[src/rtl/irq_controller_pkg.sv]
// Shared definitions for the platform interrupt controller:
// register byte offsets, gateway mode encoding and the source-ID width helper.
// No ports; imported by irq_gateway and irq_controller.
package riscv_irq_pkg;

  // Register byte offsets (8-byte aligned)
  localparam logic [15:0] IRQ_PENDING_OFF = 16'h0000;
  localparam logic [15:0] IRQ_ENABLE_OFF  = 16'h0008;
  localparam logic [15:0] IRQ_MODE_OFF    = 16'h0010;
  localparam logic [15:0] IRQ_THRESH_OFF  = 16'h0018;
  localparam logic [15:0] IRQ_CLAIM_OFF   = 16'h0020;
  localparam logic [15:0] IRQ_PRIO_BASE   = 16'h0040;

  typedef enum logic {
    IRQ_LEVEL = 1'b0,
    IRQ_EDGE  = 1'b1
  } irq_mode_e;

  // Width needed to carry IDs 0..num_src
  function automatic int unsigned irq_id_w(input int unsigned num_src);
    return $clog2(num_src + 1);
  endfunction

endpackage

[src/rtl/irq_controller_if.sv]
// Memory-mapped register bus between the core and the interrupt controller.
// Signals: bus_address (byte offset), bus_write_data, bus_write_enable,
// bus_read_enable (single-cycle strobes), bus_read_data (valid one cycle
// after bus_read_enable). master = core side, slave = controller side.
interface irq_controller_if #(
  parameter int unsigned ADDR_W = 16,
  parameter int unsigned DATA_W = 64
);
  logic [ADDR_W-1:0] bus_address;
  logic [DATA_W-1:0] bus_write_data;
  logic              bus_write_enable;
  logic              bus_read_enable;
  logic [DATA_W-1:0] bus_read_data;

  modport master (
    output bus_address, bus_write_data, bus_write_enable, bus_read_enable,
    input  bus_read_data
  );

  modport slave (
    input  bus_address, bus_write_data, bus_write_enable, bus_read_enable,
    output bus_read_data
  );
endinterface

[src/rtl/irq_gateway.sv]
// Per-source interrupt gateway: turns a raw (clk-synchronous) line into
// pending / in-service state in edge or level mode.
// Ports: clk, reset (async active-high), src (source line), mode (edge/level),
// claim (core claimed this ID), complete (core finished this ID),
// pending, in_service (registered state).
module irq_gateway
  import riscv_irq_pkg::*;
(
  input  logic      clk,
  input  logic      reset,
  input  logic      src,
  input  irq_mode_e mode,
  input  logic      claim,
  input  logic      complete,
  output logic      pending,
  output logic      in_service
);

  logic prev;
  logic set;

  // Edge mode: a rising edge sets pending even over a claim in the same cycle.
  // Level mode: a claimed source must not re-pend on the claiming edge.
  always_comb begin
    set = 1'b0;
    if (mode == IRQ_EDGE) set = src & ~prev;
    else                  set = src & ~in_service & ~claim;
  end

  always_ff @(posedge clk or posedge reset) begin
    if (reset) begin
      prev       <= 1'b0;
      pending    <= 1'b0;
      in_service <= 1'b0;
    end else begin
      prev       <= src;
      pending    <= set | (pending & ~claim);
      in_service <= claim | (in_service & ~complete);
    end
  end

endmodule

[src/rtl/irq_controller.sv]
// Platform interrupt controller: NUM_SRC prioritised sources, one registered
// ext_irq line to the core, claim/complete through memory-mapped registers.
// Ports: clk, reset (async active-high), irq_src (bit i-1 = ID i),
// bus (irq_controller_if.slave register bus), ext_irq (registered request),
// best_id (registered winning ID, 0 = none).
// Build option: define IRQ_SYNC_EN to put a 2-flop synchroniser on every
// irq_src bit ahead of its gateway.
module irq_controller
  import riscv_irq_pkg::*;
#(
  parameter  int unsigned NUM_SRC = 8,
  parameter  int unsigned PRIO_W  = 3,
  parameter  int unsigned ADDR_W  = 16,
  parameter  int unsigned DATA_W  = 64,
  localparam int unsigned ID_W    = irq_id_w(NUM_SRC)
) (
  input  logic                clk,
  input  logic                reset,
  input  logic [NUM_SRC-1:0]  irq_src,
  irq_controller_if.slave     bus,
  output logic                ext_irq,
  output logic [ID_W-1:0]     best_id
);

  logic [NUM_SRC-1:0] src_s;
  logic [NUM_SRC:1]   enable;
  logic [NUM_SRC:1]   mode;
  logic [NUM_SRC:1]   pending;
  logic [NUM_SRC:1]   in_service;
  logic [NUM_SRC:1]   claim_vec;
  logic [NUM_SRC:1]   complete_vec;
  logic [NUM_SRC:1]   prio_sel;
  logic [PRIO_W-1:0]  threshold;
  logic [PRIO_W-1:0]  prio [1:NUM_SRC];
  logic [ID_W-1:0]    win_id;
  logic [PRIO_W-1:0]  win_prio;
  logic [DATA_W-1:0]  rdata_c;
  logic               claim_hit;

  // Optional input synchroniser
`ifdef IRQ_SYNC_EN
  logic [NUM_SRC-1:0] sync_q1;
  logic [NUM_SRC-1:0] sync_q2;

  always_ff @(posedge clk or posedge reset) begin
    if (reset) begin
      sync_q1 <= '0;
      sync_q2 <= '0;
    end else begin
      sync_q1 <= irq_src;
      sync_q2 <= sync_q1;
    end
  end

  assign src_s = sync_q2;
`else
  assign src_s = irq_src;
`endif

  assign claim_hit = (bus.bus_address == ADDR_W'(IRQ_CLAIM_OFF));

  // Address decode for PRIORITY[i] and claim/complete strobes per ID
  always_comb begin
    for (int i = 1; i <= NUM_SRC; i++) begin
      prio_sel[i]     = (bus.bus_address == ADDR_W'(int'(IRQ_PRIO_BASE) + 8 * i));
      claim_vec[i]    = bus.bus_read_enable & claim_hit & (best_id == ID_W'(i));
      // Full-width compare rejects ID 0 and IDs above NUM_SRC
      complete_vec[i] = bus.bus_write_enable & claim_hit &
                        (bus.bus_write_data == DATA_W'(i)) & in_service[i];
    end
  end

  // Gateways, one per source ID
  for (genvar g = 1; g <= NUM_SRC; g++) begin : g_gw
    irq_gateway u_gw (
      .clk        (clk),
      .reset      (reset),
      .src        (src_s[g-1]),
      .mode       (irq_mode_e'(mode[g])),
      .claim      (claim_vec[g]),
      .complete   (complete_vec[g]),
      .pending    (pending[g]),
      .in_service (in_service[g])
    );
  end

  // Configuration registers
  always_ff @(posedge clk or posedge reset) begin
    if (reset) begin
      enable    <= '0;
      mode      <= '0;
      threshold <= '0;
      for (int i = 1; i <= NUM_SRC; i++) prio[i] <= '0;
    end else if (bus.bus_write_enable) begin
      if (bus.bus_address == ADDR_W'(IRQ_ENABLE_OFF)) enable    <= bus.bus_write_data[NUM_SRC:1];
      if (bus.bus_address == ADDR_W'(IRQ_MODE_OFF))   mode      <= bus.bus_write_data[NUM_SRC:1];
      if (bus.bus_address == ADDR_W'(IRQ_THRESH_OFF)) threshold <= bus.bus_write_data[PRIO_W-1:0];
      for (int i = 1; i <= NUM_SRC; i++) begin
        if (prio_sel[i]) prio[i] <= bus.bus_write_data[PRIO_W-1:0];
      end
    end
  end

  // Arbiter: the running best starts at the threshold so "priority > threshold"
  // and "beats current winner" share one strict compare; ascending scan with
  // strict > leaves ties to the lowest ID.
  always_comb begin
    win_id   = '0;
    win_prio = threshold;
    for (int i = 1; i <= NUM_SRC; i++) begin
      if (pending[i] && enable[i] && (prio[i] > win_prio)) begin
        win_id   = ID_W'(i);
        win_prio = prio[i];
      end
    end
  end

  // Read mux over pre-write register state
  always_comb begin
    rdata_c = '0;
    if (bus.bus_address == ADDR_W'(IRQ_PENDING_OFF)) rdata_c = DATA_W'({pending, 1'b0});
    if (bus.bus_address == ADDR_W'(IRQ_ENABLE_OFF))  rdata_c = DATA_W'({enable, 1'b0});
    if (bus.bus_address == ADDR_W'(IRQ_MODE_OFF))    rdata_c = DATA_W'({mode, 1'b0});
    if (bus.bus_address == ADDR_W'(IRQ_THRESH_OFF))  rdata_c = DATA_W'(threshold);
    if (claim_hit)                                   rdata_c = DATA_W'(best_id);
    for (int i = 1; i <= NUM_SRC; i++) begin
      if (prio_sel[i]) rdata_c = DATA_W'(prio[i]);
    end
  end

  // Output registers
  always_ff @(posedge clk or posedge reset) begin
    if (reset) begin
      best_id           <= '0;
      ext_irq           <= 1'b0;
      bus.bus_read_data <= '0;
    end else begin
      best_id <= win_id;
      ext_irq <= (win_id != '0);
      if (bus.bus_read_enable) bus.bus_read_data <= rdata_c;
    end
  end

endmodule

[src/flat_wrapper.sv]
// flat-port wrapper written by rule: the top's interface ports become plain ports
module irq_controller_flat import riscv_irq_pkg::*;
#(
  parameter  int unsigned NUM_SRC = 8,
  parameter  int unsigned PRIO_W  = 3,
  parameter  int unsigned ADDR_W  = 16,
  parameter  int unsigned DATA_W  = 64,
  localparam int unsigned ID_W    = irq_id_w(NUM_SRC)
)
  (clk, reset, irq_src, ext_irq, best_id, bus_bus_address, bus_bus_write_data, bus_bus_write_enable, bus_bus_read_enable, bus_bus_read_data);
  irq_controller_if #(.ADDR_W(ADDR_W), .DATA_W(DATA_W)) bus_i ();
  input  logic clk;
  input  logic reset;
  input  logic [NUM_SRC-1:0] irq_src;
  output logic ext_irq;
  output logic [ID_W-1:0] best_id;
  input wire logic [$bits(bus_i.bus_address)-1:0] bus_bus_address;
  input wire logic [$bits(bus_i.bus_write_data)-1:0] bus_bus_write_data;
  input wire logic [$bits(bus_i.bus_write_enable)-1:0] bus_bus_write_enable;
  input wire logic [$bits(bus_i.bus_read_enable)-1:0] bus_bus_read_enable;
  output wire logic [$bits(bus_i.bus_read_data)-1:0] bus_bus_read_data;
  assign bus_i.bus_address = bus_bus_address;
  assign bus_i.bus_write_data = bus_bus_write_data;
  assign bus_i.bus_write_enable = bus_bus_write_enable;
  assign bus_i.bus_read_enable = bus_bus_read_enable;
  assign bus_bus_read_data = bus_i.bus_read_data;
  irq_controller #(.NUM_SRC(NUM_SRC), .PRIO_W(PRIO_W), .ADDR_W(ADDR_W), .DATA_W(DATA_W)) u_core (.clk(clk), .reset(reset), .irq_src(irq_src), .bus(bus_i), .ext_irq(ext_irq), .best_id(best_id));
endmodule
[config.mk]
export PLATFORM = sky130hd
export DESIGN_NAME = irq_controller_flat
export DESIGN_NICKNAME = d
export VERILOG_FILES = /design/src/rtl/irq_controller_pkg.sv /design/src/rtl/irq_controller_if.sv /design/src/rtl/irq_gateway.sv /design/src/rtl/irq_controller.sv /design/src/flat_wrapper.sv
export SDC_FILE = /design/constraint.sdc
export NUM_CORES = 1
export LEC_CHECK = 0
export BUFFER_PORTS_ARGS = -buffer_cell sky130_fd_sc_hd__buf_4
export CAP_MARGIN = 20
export CORE_UTILIZATION = 52
export CTS_CLUSTER_SIZE = 20
export DETAILED_ROUTE_END_ITERATION = 6
export GPL_ROUTABILITY_DRIVEN = 0
export PLACE_DENSITY_LB_ADDON = 0.2
export SLEW_MARGIN = 20
export SYNTH_ARGS = -nofsm -noshare
export SYNTH_HDL_FRONTEND = slang
export SYNTH_SLANG_ARGS = --single-unit
[constraint.sdc]
create_clock -name clk -period 11 [get_ports clk]
set_input_delay 2.2 -clock clk [delete_from_list [all_inputs] [get_ports clk]]
set_output_delay 2.2 -clock clk [all_outputs]
set_load 0.03 [all_outputs]
======== Word level (Yosys, flattened, before mapping) ========
Index checks and enable logic that the tools add are counted.
operators by class
  equal/unequal tests ..................... 28
  bitwise operators ....................... 114
  reduce and logical (&&, ||, !) cells .... 29
  $lt $le $gt $ge ......................... 8
  multiplexer cells ....................... 36
operators by type and width
  cell                                                              count
  64-bit by 3-bit == test with 1-bit output, second input constant  4
  64-bit by 2-bit == test with 1-bit output, second input constant  2
  9-bit 2-to-1 mux                                                  13
  16-bit by 7-bit == test with 1-bit output, second input constant  7
  1-bit bitwise AND                                                 66
  64-bit by 1-bit == test with 1-bit output, second input constant  1
  64-bit by 4-bit == test with 1-bit output, second input constant  1
  3-bit 2-to-1 mux                                                  11
  16-bit by 5-bit == test with 1-bit output, second input constant  2
  1-bit inverter                                                    32
  3-bit greater-than comparator                                     8
  2-bit AND reduction                                               11
  16-bit by 4-bit == test with 1-bit output, second input constant  1
  16-bit by 6-bit == test with 1-bit output, second input constant  1
  16-bit by 8-bit == test with 1-bit output, second input constant  1
  4-bit by 3-bit == test with 1-bit output, second input constant   4
  1-bit logical AND                                                 16
  16-bit logical NOT                                                1
  1-bit OR                                                          16
  1-bit 2-to-1 mux                                                  9
  4-bit by 2-bit == test with 1-bit output, second input constant   2
  4-bit by 1-bit == test with 1-bit output, second input constant   1
  4-bit == test, second input constant                              1
  2-bit 2-to-1 mux                                                  2
  other kinds (2)                                                   2
word-level totals
  bits in registers ....................... 136
  word-level logic and storage cells ...... 253

======== Depth between registers and ports, before layout ========
  depth in word-level cells ............... 25
  depth in mapped cells ................... 53
  depth with buffers taken out ............ 52

======== Modules after synthesis ========
Synthesis repeated with hierarchy kept, for this count alone.
second synthesis, totals
  cell total of the unflattened synthesis .. 573
  area total of the unflattened synthesis .. 5435.2 um^2
by module, submodules not included
  module          area an instance (um^2)  sequential area each (um^2)  times used  cells an instance
  irq_controller  4474.3                   1426.4                       1           493
  irq_gateway     120.1                    75.1                         8           10

======== Worst setup path before layout ========
OpenSTA, ideal clock, no wires.
  kind .................................... reg-to-reg
  start point ............................. register u_core.prio[22] (netlist name)
  end point ............................... register u_core.ext_irq
  library setup time ...................... 0.153 ns
  arrival time ............................ 9.424 ns
  clock period less this slack ............ 9.578 ns
  path buffers ............................ 1
  stages on the path, launching flop included .. 52
  data required time ...................... 10.847 ns
  slack ................................... 1.422 ns
  path through ............................ dfrtp_1 -> ha_1 -> nor2b_4 -> o311a_4 -> nand2_1 -> o21ai_0 -> ha_1 -> nor2_1 -> maj3_1 -> o21bai_1 -> mux2_2 -> ha_1 -> nor2_1 -> and2_1 -> a211o_1 -> o2111ai_1 -> mux2i_1 -> inv_1 -> [... 16 more ...] -> a2111oi_1 -> or3_1 -> buf_2 -> mux2_4 -> ha_1 -> nor2b_1 -> o21a_1 -> o2111ai_1 -> inv_1 -> a211oi_1 -> a211oi_1 -> ha_1 -> inv_1 -> a21o_1 -> a21oi_1 -> a311oi_1 -> nor3_1 -> nand4_1
on the way
  cells in the longest elaborated chain, start to end .. 25
  elaborated cells between the ends (all ways) .. 32
RTL lines
  element                            RTL line               source
  from (decl)                        irq_controller.sv:34   logic [PRIO_W-1:0] prio [1:NUM_SRC];
  from (signal, indexed assignment)  irq_controller.sv:99   if (prio_sel[i]) prio[i] <= bus.bus_write_data[PRIO_W-1:0];
  3-bit greater-than comparator      irq_controller.sv:111  if (pending[i] && enable[i] && (prio[i] > win_prio)) begin
  1-bit logical AND                  irq_controller.sv:111
  3-bit 2-to-1 mux (*)               irq_controller.sv:111
  3-bit greater-than comparator      irq_controller.sv:111
  1-bit logical AND                  irq_controller.sv:111
  3-bit 2-to-1 mux (*)               irq_controller.sv:111
  3-bit greater-than comparator      irq_controller.sv:111
  1-bit logical AND                  irq_controller.sv:111
  [... 10 more ...]                  -
  3-bit greater-than comparator      irq_controller.sv:111
  1-bit logical AND                  irq_controller.sv:111
  3-bit 2-to-1 mux (*)               irq_controller.sv:111
  3-bit greater-than comparator (*)  irq_controller.sv:111
  1-bit logical AND (*)              irq_controller.sv:111
  4-bit 2-to-1 mux (*)               irq_controller.sv:111
  named net u_core.win_id[3]         irq_controller.sv:35   logic [ID_W-1:0] win_id;
  4-bit nonzero test (*)             irq_controller.sv:139  ext_irq <= (win_id != '0);
  to (signal assigned)               irq_controller.sv:139
  to (decl)                          irq_controller.sv:21   output logic ext_irq,
Mark *: on every way through the listed nets, which the timed path passes. The rest lies on a longest branch.
A chain may end at the register's enable or synchronous reset.

======== Worst setup path after layout ========
Ends and elaborated chain as after synthesis.

==> results by group <==
Timing
  • Min Tclk post-route: about 10 ns
  • Relative slew slack: 36.3%
  • Max Clk Rate: ~0.095 GHz
  • Final Max Slew Viols: 0
  • Hold WS: just over 0.5 ns
  • Actual slew at the worst max-slew pin: around 0.95 ns
  • # setup viols final: 0
  • Tcrit/Tclk final: between 90% and 100%
  • Clk_skew: 0.00971 ns
  • Final hold vios: 0
  • Final setup TNS: 0 ns

Clock tree
  • CTS Buf Count: 9
  • Clock-pin slew on the worst setup and hold paths: 0.09 ns
  • Worst-Skew Late Latency: ~0.37 ns
  • CTS sink cnt: just over 80
  • H-tree levels: 3
  • CTS tree: built
  • Root buf cell: clkbuf_8
  • Max clock buf depth: 2

GRT
  • Global route overflow: 0
  • Antenna violations before repair: 0
  • Grt peak-use layer: met2
  • GR met2 Demand/Resource: roughly 49%
  • Largest net degree at the start of global routing: 82
  • Met1 usage: roughly a third
  • Met3 usage: 5.94%
  • Vias in the first global route: about 4600
  • First-pass GRT wire length: 22100 um
  • GRT Resource Usage Total: between 20 and 30%

Status
  • Outcome: finished clean

Die
  • Initial Util: 54.6%
  • Num ports: approximately 160
  • Site row count: 35
  • Die ar.: between 10000 and 15000 um^2
  • Core ar.: between 9000 and 10000 um^2
  • Die H: roughly 100 um
  • Die Span X: between 100 and 150 um

Critical path
  • WP data arrival: around 11 ns
  • Slowest cell on crit path: dfrtp_1
  • Crit path top cell by count: ha_1
  • CP endpoint kind: register
  • RR Startpoint: u_core.prio[22]
  • R2R Setup Slk: just over 0.5 ns
  • Reg2Reg Depth: 50
  • Crit path required time: 11.24 ns
  • RR Endpoint: u_core.ext_irq
  • CP peak stage delay: approximately 0.46 ns
  • Worst setup SP type: register
  • Crit path kind: register to register
  • Crit path max fanout: 8

Synth
  • Ys Warns: 0
  • Primary flip-flop cell chosen by synthesis mapping: dfrtp_1
  • Mapped cell area: around 5000 um^2
  • Post-synth EDFFs: 0
  • Mapped Cells: 530
  • Avg Cell Area, Syn: approximately 9.6 um^2
  • Distinct cells, synth: 61
  • Synthesized flop and latch total: approximately 80
  • Sequential area share after synthesis: about 40%
  • Ys async rst share: between 90% and 100%

Place
  • Port bufs: 105
  • DPL Wire Length: 10400 um

Route
  • Post-route ant nets: 0
  • Via-to-Cell Ratio: between 6 and 7
  • Detailed-route via count: ~4700
  • Wire per inst: 18.1 um
  • Drt pass-1 iters: 6
  • DRC: 0
  • Initial DRC Count: around 350
  • Total wire length: approximately 14000 um

Power
  • LEAKAGE: roughly 2.9 nW
  • Cell Pwr Density: ~100 nW/um^2
  • Peak supply drop: between 0.00005 and 0.00006 V

Final layout
  • # diodes: 0
  • Area Overhead vs Synth: 19.6%
  • Post-layout nets: 747
  • Share of layout cells above drive strength 1: between 30% and 40%

Worst hold path
  • HP Class: register to register
  • Hold EP: u_core.g_gw[2].u_gw.in_service
  • Worst hold start: u_core.g_gw[2].u_gw.in_service
  • Hold path cells: 2

Flow run
  • Max-cap violations: 0
==> through the flow <==
stage	instances	cell area, um^2	power (mW)	worst slack [ns]	util, %
2_1_floorplan	584	5320	0.360	1.42	-
3_3_place_gp	758	5840	0.378	0.873	62.3
3_5_place_dp	758	5840	0.379	0.326	62.3
4_1_cts	774	6050	0.611	0.178	64.6
5_1_grt	775	6110	0.632	-0.0781	65.2
6_report	775	6110	0.610	0.516	65.2
==> layout make-up <==
class	instances	area, um^2
clock buffer	9	124
timing repair buffer	110	830
tap	129	161
clock inverter	7	85.1
inverter	29	110
multi-input combinational	410	2770
fill	745	3260
sequential	81	2030
==> registers in the layout (all words and copies together) (netlist names) <==
| register | cells |
|---|---|
| u_core.prio | 24 |
| u_core.bus.bus_read_data | 9 |
| u_core.enable | 8 |
| u_core.g_gw.u_gw.in_service | 8 |
| u_core.g_gw.u_gw.pending | 8 |
| u_core.g_gw.u_gw.prev | 8 |
| u_core.mode | 8 |
| u_core.best_id | 4 |
| u_core.threshold | 3 |
| u_core.ext_irq | 1 |
==> cell usage after synthesis (4+ instances only) <==
library cell  number  area [um^2]
o22ai_1            7         43.8
nor3_1            14         70.1
mux2i_1            9         90.1
dfrtp_1           81         2030
inv_1             29          109
a222oi_1           9         90.1
a31oi_1            8         50.1
nand3_1           11         55.1
nor4_1            18          113
or3_1              5         31.3
and2_1             5         31.3
mux2_2            45          507
o21ai_0           18         90.1
clkbuf_1           6         22.5
or2_2              6         37.5
a221oi_1           4         35.0
buf_4             55          413
ha_1              14          175
a21o_1             4         30.0
a211oi_1           7         52.6
nand4_1            6         37.5
nor2_1            35          131
nor2b_1            5         31.3
a22o_1            13          114
nand2_1           49          184
nand2b_1           8         50.1
a21oi_1           11         55.1
==> cell families after synthesis <==
group | Yosys count | synth area share [%]
simple gates | 172 | 16.7
compound gates | 111 | 16.5
buf+inv | 93 | 11.0
flops | 81 | 39.6
mux | 55 | 12.0
fa+ha+maj | 17 | 4.01
other cells | 1 | 0.0734
==> placed cells by master (no fill, tap or decap), types with 3 or more instances in the layout <==
cell type and n:
a211o_1 3, a211oi_1 6, a21o_1 4, a21oi_1 11
a221oi_1 4, a222oi_1 9, a22o_1 13, a31oi_1 6
a31oi_2 3, and2_1 5, buf_4 109, clkbuf_8 9
conb_1 55, dfrtp_1 80, ha_1 14, inv_1 27
maj3_1 3, mux2_2 45, mux2i_1 9, nand2_1 49
nand2b_1 8, nand3_1 11, nand4_1 6, nor2_1 35
nor2b_1 5, nor3_1 14, nor3b_1 3, nor4_1 18
o21ai_0 18, o22ai_1 7, or2_2 6, or3_1 5
==> worst max-delay path: cells and delay by family (launching register included) <==
family | cells | cell delay (ns)
AND/OR/NAND/NOR | 17 | 2.90
adder cells (fa/ha/maj) | 10 | 2.87
AO/OA/AOI/OAI | 17 | 2.87
multiplexers | 3 | 1.02
flip-flops | 1 | 0.46
buffers and inverters | 3 | 0.24
==> power by group <==
part	internal (mW)	leakage, nW	switching (mW)	total [mW]
Sequential	0.300	1.06	0.000936	0.301
Clock	0.109	0.0999	0.128	0.237
Combinational	0.0248	1.76	0.0479	0.0728
Total	0.434	2.92	0.177	0.610
==> layer usage <==
layer	part of all wire, %	vias up
li1	-	2081
met1	39	2234
met2	48	304
met3	9.2	50
met4	4.0	0
met5	0	-
==> worst max-delay path by stage <==
stage,from,to,depth (start not counted)
2_1_floorplan,u_core.prio[22],u_core.ext_irq,51
3_3_place_gp,u_core.threshold[1],u_core.ext_irq,51
3_5_place_dp,u_core.prio[23],u_core.ext_irq,51
4_1_cts,u_core.prio[23],u_core.ext_irq,51
5_1_grt,u_core.prio[22],u_core.ext_irq,50
6_report,u_core.prio[22],u_core.ext_irq,50
==> timing repair <==
action | CTS | global route
gates resized for setup | 0 | 10
setup buffers | 0 | 1
setup endpoints to repair | 0 | 5
hold buffers | 0 | 0
(Power assumes the default switching activity.)
